<file path="src/rtl/addsub_flags_pipe.sv">
// Two-stage N-bit add/sub unit with NZCV flags, carry-chained ops and a committed flag register.
// Latency 2 cycles, 1 op/cycle; a stalled output holds both stages and drops in_ready once S1 is full.
module addsub_flags_pipe #(
  parameter int N = 8
) (
  input  logic         clk,
  input  logic         rst,
  input  logic         in_valid,
  output logic         in_ready,
  input  logic [N-1:0] in_a,
  input  logic [N-1:0] in_b,
  input  logic [2:0]   in_op,
  input  logic         in_setf,
  output logic         out_valid,
  input  logic         out_ready,
  output logic [N-1:0] out_q,
  output logic         out_z,
  output logic         out_n,
  output logic         out_c,
  output logic         out_v,
  output logic         out_err,
  output logic [3:0]   flags
);

  localparam logic [2:0] OP_ADD = 3'b000;
  localparam logic [2:0] OP_SUB = 3'b001;
  localparam logic [2:0] OP_ADC = 3'b010;
  localparam logic [2:0] OP_SBC = 3'b011;
  localparam logic [2:0] OP_CMP = 3'b100;
  localparam logic [2:0] OP_NEG = 3'b101;

  logic         s1_valid;
  logic [N-1:0] s1_a;
  logic [N-1:0] s1_b;
  logic [2:0]   s1_op;
  logic         s1_setf;
  logic         out_setf;

  logic         adv;
  logic         cin;
  logic [N-1:0] op_x;
  logic [N-1:0] op_y;
  logic         op_ci;
  logic [N:0]   ext;
  logic [N-1:0] res_q;
  logic         res_v;
  logic         res_err;

  assign adv      = !out_valid || out_ready;
  assign in_ready = adv || !s1_valid;

  // An older setf op still at the output retires on the same edge S2 advances,
  // so its carry is the architectural carry this op must see.
  assign cin = (out_valid && out_setf && !out_err) ? out_c : flags[1];

  always_comb begin
    op_x  = s1_a;
    op_y  = s1_b;
    op_ci = 1'b0;
    case (s1_op)
      OP_ADD: ;
      OP_SUB, OP_CMP: begin
        op_y  = ~s1_b;
        op_ci = 1'b1;
      end
      OP_ADC: op_ci = cin;
      OP_SBC: begin
        op_y  = ~s1_b;
        op_ci = cin;
      end
      OP_NEG: begin
        op_x  = '0;
        op_y  = ~s1_a;
        op_ci = 1'b1;
      end
      default: ;
    endcase
    ext = {1'b0, op_x} + {1'b0, op_y} + {{N{1'b0}}, op_ci};
  end

  assign res_q   = ext[N-1:0];
  assign res_v   = (op_x[N-1] == op_y[N-1]) && (res_q[N-1] != op_x[N-1]);
  assign res_err = s1_op[2] && s1_op[1];

  always_ff @(posedge clk) begin
    if (rst) begin
      s1_valid  <= 1'b0;
      s1_a      <= '0;
      s1_b      <= '0;
      s1_op     <= '0;
      s1_setf   <= 1'b0;
      out_valid <= 1'b0;
      out_q     <= '0;
      out_z     <= 1'b0;
      out_n     <= 1'b0;
      out_c     <= 1'b0;
      out_v     <= 1'b0;
      out_err   <= 1'b0;
      out_setf  <= 1'b0;
      flags     <= 4'b0000;
    end else begin
      if (in_ready) begin
        s1_valid <= in_valid;
        if (in_valid) begin
          s1_a    <= in_a;
          s1_b    <= in_b;
          s1_op   <= in_op;
          s1_setf <= in_setf;
        end
      end
      if (adv) begin
        out_valid <= s1_valid;
        if (s1_valid) begin
          out_q    <= res_q;
          out_z    <= (res_q == '0);
          out_n    <= res_q[N-1];
          out_c    <= ext[N];
          out_v    <= res_v;
          out_err  <= res_err;
          out_setf <= s1_setf;
        end
      end
      if (out_valid && out_ready && out_setf && !out_err) begin
        flags <= {out_n, out_z, out_c, out_v};
      end
    end
  end

endmodule
</file>
<file path="config.mk">
export PLATFORM = sky130hd
export DESIGN_NAME = addsub_flags_pipe
export DESIGN_NICKNAME = d
export VERILOG_FILES = /design/src/rtl/addsub_flags_pipe.sv
export SDC_FILE = /design/constraint.sdc
export NUM_CORES = 1
export LEC_CHECK = 0
export ABC_AREA = 1
export ABC_CLOCK_PERIOD_IN_PS = 5300
export BUFFER_PORTS_ARGS = -buffer_cell sky130_fd_sc_hd__buf_4
export CORE_UTILIZATION = 23
export DETAILED_ROUTE_END_ITERATION = 7
export PLACE_DENSITY_LB_ADDON = 0.08
export SYNTH_ARGS = -nofsm -noshare
export SYNTH_HDL_FRONTEND = slang
export SYNTH_SLANG_ARGS = --single-unit
</file>
<file path="constraint.sdc">
create_clock -name clk -period 5.3 [get_ports clk]
set_input_delay 0.53 -clock clk [delete_from_list [all_inputs] [get_ports clk]]
set_output_delay 0.53 -clock clk [all_outputs]
set_load 0.1 [all_outputs]
</file>
==> results of run 1 <==
[flip-flops by register name (all words and copies together) (netlist names), 3 cells and up]
name,flops
s1_b,8
flags,4
s1_a,8
s1_op,3
out_q,8
[layout make-up]
| type | count | area share (%) |
|---|---|---|
| Sequential cell | 39 | 30.9 |
| Clock inverter | 3 | 0.595 |
| Tap cell | 108 | 5.35 |
| Timing Repair Buffer | 42 | 12.5 |
| Clock buffer | 5 | 2.73 |
| Multi-Input combinational cell | 203 | 42.3 |
| Inverter | 38 | 5.65 |
[layout by cell type (no fill, tap or decap)]
master	count
a21oi_1	21
a21oi_2	2
a311oi_1	1
buf_4	42
clkbuf_8	5
clkinv_2	3
dfxtp_1	39
fa_1	2
ha_1	7
inv_1	34
inv_2	4
nand2_1	51
nand2_2	5
nand3_1	13
nand3_2	3
nand3b_1	2
nand4_1	2
nor2_1	45
nor2_2	2
nor2_4	1
o211a_1	1
o211ai_1	10
o211ai_2	1
o21ai_0	30
o21ai_1	2
o22ai_1	1
or2_1	1
[synthesized netlist by cell type, types with 2 or more instances]
cell,count,area [sq um]
a21oi_1,21,105
a21oi_2,2,17.5
buf_2,6,30.0
clkbuf_1,2,7.51
dfxtp_1,39,781
fa_1,2,40.0
ha_1,7,87.6
inv_1,34,128
inv_2,4,15.0
nand2_1,51,191
nand2_2,5,31.3
nand3_1,13,65.1
nand3_2,3,30.0
nand3b_1,2,15.0
nand4_1,2,12.5
nor2_1,45,169
nor2_2,2,12.5
o211ai_1,10,75.1
o21ai_0,30,150
o21ai_1,2,10.0
[layer usage]
layer / vias to the layer above / track usage, % / part of all wire (%)
li1: 1018 / - / -
met1: 780 / 16.4 / 53
met2: 36 / 17.6 / 40
met3: 7 / 4.11 / 5.6
met4: 0 / 2.94 / 1.2
met5: - / 0 / 0
[report_power, final]
part | switching, mW | internal (mW) | total, mW
Clock | 0.109 | 0.0901 | 0.200
Combinational | 0.173 | 0.0777 | 0.250
Sequential | 0.0121 | 0.313 | 0.325
Total | 0.294 | 0.481 | 0.775
[worst max path at each step]
stage	slack [ns]	depth (start not counted)	to	from
floorplan	2.40	19	out_q[6]	out_err
global placement	2.54	17	out_q[6]	s1_op[1]
finish	2.55	17	out_q[6]	s1_op[1]
CTS	2.52	17	out_q[6]	s1_op[1]
global route	2.20	17	out_q[6]	s1_op[1]
detailed placement	2.53	17	out_q[6]	s1_op[1]
[cell families (layout without fill, tap and decap cells)]
| kind of cell | after synthesis | in the layout |
|---|---|---|
| AO/OA/AOI/OAI | 69 | 69 |
| buffers and inverters | 48 | 88 |
| AND/OR/NAND/NOR | 125 | 125 |
| adder cells (fa/ha/maj) | 9 | 9 |
| flip-flops | 39 | 39 |
[metrics by stage]
stage	util [%]	worst slack (ns)	instance area [sq um]	power (mW)
5_1_grt	29.1	2.20	2520	0.833
4_1_cts	29.1	2.52	2520	0.789
6_report	29.1	2.55	2520	0.775
3_5_place_dp	28.1	2.53	2440	0.586
3_3_place_gp	28.1	2.54	2440	0.587
2_1_floorplan	-	2.40	2050	0.525
[worst register-to-register path, stage by stage (launching register included)]
cell and delay [ns]:
dfxtp_1 0.45, nand2_1 0.15, nand2_1 0.30, nand2_1 0.09, o211ai_1 0.18, fa_1 0.30
inv_1 0.07, fa_1 0.37, inv_1 0.09, nand2_1 0.05, nand2_1 0.07, nand4_1 0.10
nand2_1 0.08, nand2_1 0.06, nand2_1 0.10, nand2_1 0.06, o211ai_1 0.08, inv_1 0.05
==> results_dict.tcl, run 1 <==
set metrics [dict create \
    portBuffers 42 \
    drt_pre_antenna_iters 4 \
    whs_path_depth 2 \
    clock.fmax_ghz 0.364 \
    drtIter0Drc 63 \
    regToRegEndpoint "out_q[6]" \
    routabilityCongestion 0.678 \
    grt_max_degree 35 \
    slowest_stage "dfxtp_1" \
    synth_seq_cells 39 \
    finalSetupViolations 0 \
    async_flop_share_pct 0 \
    path_clk_slew_ns 0.08 \
    drc 0 \
    synth_cell_types 28 \
    maxCapViolCount 0 \
    synth-compound-area-share_pct 19.3 \
    die_h_microns 96.3 \
    drv_slew 0 \
    clock_sinks 39 \
    finClkSkew_ns 0.00943 \
    rsz0062_at_grt "false" \
    cp_num_buf_inv 3 \
    critical_path_arrival_ns 2.94 \
    timing.hold.ws_ns 0.438 \
    netlist_area_sq_um 2050 \
    synth_edf_count 0 \
    area_delta_synth_final_pct 23.3 \
    pin_count 43 \
    wire_per_inst_microns 11.5 \
    cts_resized 0 \
    diodes 0 \
    n_fill_cell 997 \
    ys_seq_area_share_pct 38.1 \
    routed_wl_microns 5020 \
    syn-mean-instance-area_sq_um 7.06 \
    cts_buffers 5 \
    rrSetupSlack_ns 2.55 \
    grt_overflow 0 \
    hold_violations 0 \
    critPathKind "reg -> reg" \
    ctsHoldBuffers 0 \
    vias_per_cell 4.20 \
    clkLatencyLatePin_ns 0.30 \
    grt_pass1_vias 1706 \
    dieArea_sq_um 9280 \
    synth_warnings 0 \
    cts_max_path_buffers 2 \
    p_per_area_nw_per_um2 307 \
    postSynthNetCount 323 \
    synth-xor-area-share_pct 0 \
    synth_flop_cell "dfxtp_1" \
    r2r_start "s1_op[1]" \
    chipWidth_microns 96.3 \
    seq_area_sq_um 781 \
    min_period_ns 2.75 \
    crit_chain "nand2_1, nand2_1, nand2_1, o211ai_1, fa_1, inv_1, fa_1, inv_1, nand2_1, nand2_1, nand4_1, nand2_1, nand2_1, nand2_1, nand2_1, o211ai_1, inv_1" \
    dp_hpwl_microns 3780 \
    cpMostUsedCell "nand2_1" \
    relSlewSlack_pct 35.8 \
    cts_root_buf "clkbuf_8" \
    synth_top_family_by_area "simple AND/OR/NAND/NOR gates" \
    antenna_found_initial 0 \
    synth.mux.area_fraction_pct 0 \
    cp_max_fo 8 \
    min_from "rst" \
    hold_path.class "in -> reg" \
    grt.total_usage_pct 11.9 \
    crit_path_start_kind "register" \
    vias 1841 \
    tns_ns 0 \
    fin_nets 362 \
    hold_end "out_z" \
    cp_data_required_time_ns 5.49 \
    core_sq_um 8680 \
    start_util_pct 23.6 \
    critPathCaptureType "register" \
    post-place-cells 430 \
    fin_crit_sh_pct 51.8 \
    num_rows 34 \
    multi_input_area_sq_um 1070 \
    crit_family "simple AND/OR/NAND/NOR gates" \
    worst_pin_slew_ns 0.963 \
    cp_slowest_stage_delay_ns 0.45 \
    syn_inst 290 \
    cts_tree "built" \
    synth-simple-area-share_pct 26.6 \
    ant_nets 0 \
    cts.htree.levels 2 \
    peakVddDrop_v 0.0000849 \
    p_leak_nw 1.20 \
    drive_gt1_share_pct 20.6 \
    grt_pass1_wl_microns 8250 \
    status "completed" \
    fin_cells 438 \
    reg2reg_depth 17 \
    synth_adder_area_share_pct 6.23 \
    postCtsSetupRepairBufs 0 \
]
Note: power is estimated with default switching activity, not from simulation.
==> inputs of run 2 (changes only) <==
Settings changed: ABC_CLOCK_PERIOD_IN_PS 5300 to 2420.
Clock period 5.3 ns to 2.42 ns, I/O delays scaled along.
==> run 2 against run 1 <==
  * Routed wire length grew 0.76%
  * Via count grew 3.3%
  * Combinational power grew 140%
  * Clock skew shrank 0.0062 ns
  * Sequential share of layout area shrank 1.2 points
  * Core utilization grew 1.8 points
  * Count of clock-buffer cells in the layout is the same
  * Die area is the same
  * Maximum frequency grew 18%
  * Register-to-register slack lost 2.5 ns
  * Sequential power grew 120%
  * Non-clock buffer count grew 12
  * Largest power group unchanged
==> results_dict.tcl, run 2 (synthesis results as in run 1) <==
set metrics [dict create \
    routabilityCongestion 0.711 \
    grt_pass1_wl_microns 8520 \
    vias 1901 \
    clkLatencyLatePin_ns 0.29 \
    crit_start "s1_op[2]" \
    min_from "rst" \
    portBuffers 42 \
    hold_path.class "in -> reg" \
    clkPwrFrac_pct 29.3 \
    clock.fmax_ghz 0.430 \
    vias_per_cell 4.22 \
    routed_wl_microns 5050 \
    fin_crit_sh_pct 96.1 \
    drive_gt1_share_pct 28.1 \
    finClkSkew_ns 0.00324 \
    core_sq_um 8680 \
    critical_path_arrival_ns 2.56 \
    crit_family "adder cells" \
    rrSetupSlack_ns 0.09 \
    cts.htree.levels 2 \
    wire_per_inst_microns 11.2 \
    grt_pass1_vias 1797 \
    p_per_area_nw_per_um2 686 \
    chipWidth_microns 96.3 \
    design_area_sq_um 2680 \
    cpMostUsedCell "nand3_2" \
    critPathCaptureType "register" \
    fin_cells 450 \
    peakVddDrop_v 0.000183 \
    grt.total_usage_pct 12.0 \
    worst_pin_slew_ns 0.382 \
    timing.hold.ws_ns 0.169 \
    critPathKind "reg -> reg" \
    cp_slowest_stage_delay_ns 0.52 \
    relSlewSlack_pct 74.5 \
    rsz0062_at_grt "true" \
    grt_max_degree 35 \
    drtIter0Drc 69 \
    detailedPlace.worstSlack_ns -0.119 \
    finalSetupViolations 0 \
    crit_chain "nand2_1, nand3_2, o211ai_1, fa_2, inv_2, fa_2, nand3_1, nor2_1, nand3_2, nor2_2, nand3_2, a21oi_2" \
    post-place-cells 438 \
    cp_num_buf_inv 1 \
    r2r_start "s1_op[2]" \
    status "completed" \
    fin_ws_ns 0.0943 \
    post-route-util_pct 30.9 \
    top_regs "out_q x8, s1_a x8, s1_b x8" \
    cts_max_path_buffers 2 \
    ant_nets 0 \
    fin_nets 374 \
    final_cell_mix "54 x buf_4, 49 x nand2_1, 45 x nor2_1" \
    start_util_pct 23.6 \
    drv_slew 0 \
    area_delta_synth_final_pct 30.8 \
    p_int_mw 1.19 \
    final_common_cell "buf_4" \
    drt_pre_antenna_iters 4 \
    placed_cell_area_sq_um 2510 \
    num_rows 34 \
    p_sw_share_pct 35.4 \
    pin_count 43 \
    grt_overflow 0 \
    crit_path_start_kind "register" \
    hold_violations 0 \
    clock_sinks 39 \
    min_period_ns 2.33 \
    finalPower_mw 1.84 \
    antenna_found_initial 0 \
    p_seq_share_pct 38.7 \
    tns_ns 0 \
    p_sw_uw 651 \
    cts_tree "built" \
    dp_hpwl_microns 3860 \
    cts_buffers 5 \
    p_comb_share_pct 32.0 \
    path_clk_slew_ns 0.08 \
    cts_root_buf "clkbuf_8" \
    cp_max_fo 4 \
    p_leak_nw 1.27 \
    cp_data_required_time_ns 2.65 \
    dieArea_sq_um 9280 \
    slowest_stage "fa_2" \
    drc 0 \
    maxCapViolCount 0 \
    diodes 0 \
    die_h_microns 96.3 \
    n_fill_cell 991 \
]
-- run 2: changes by cell type in the layout (fill, tap and decap cells not counted), moves of 3 or more --
cell     delta
buf_4      +12
dfxtp_1     -7
dfxtp_2     +4
dfxtp_4     +3
inv_1       -3
inv_2       +3
-- run 2: final timing paths --
kind / to / cells past startpoint
max: out_z / 12
min: out_z / 2
max reg2reg: out_z / 12
min reg2reg: out_setf / 2
-- run 2: power groups by stage --
stage | combinational, mW | sequential [mW] | clock [mW]
after floorplan | 0.302 | 0.847 | 0
after global placement | 0.569 | 0.726 | 0
after detailed placement | 0.568 | 0.726 | 0
after CTS | 0.576 | 0.712 | 0.569
after global routing | 0.660 | 0.717 | 0.598
final | 0.588 | 0.711 | 0.538
-- run 2: cell type report --
cell class	count	area, sq um	area share [%]
Sequential cell	39	797	29.8
Inverter	38	143	5.33
Clock inverter	3	38.8	1.45
Clock buffer	5	68.8	2.57
Multi-Input combinational cell	203	1090	40.7
Tap cell	108	135	5.05
Timing Repair Buffer	54	405	15.1
-- run 2: what timing repair did --
item / CTS / global route
buffers inserted: 0 / 4
hold buffers: 0 / 0
endpoints found under the setup margin: 3 / 5
pin swaps: 2 / 11
resized for setup: 9 / 6
-- run 2: routing by layer --
metal | track usage (%) | part of all wire [%]
met5 | 0 | 0
met4 | 3.68 | 1.2
met3 | 2.84 | 3.7
met2 | 18.4 | 42
met1 | 16.6 | 53
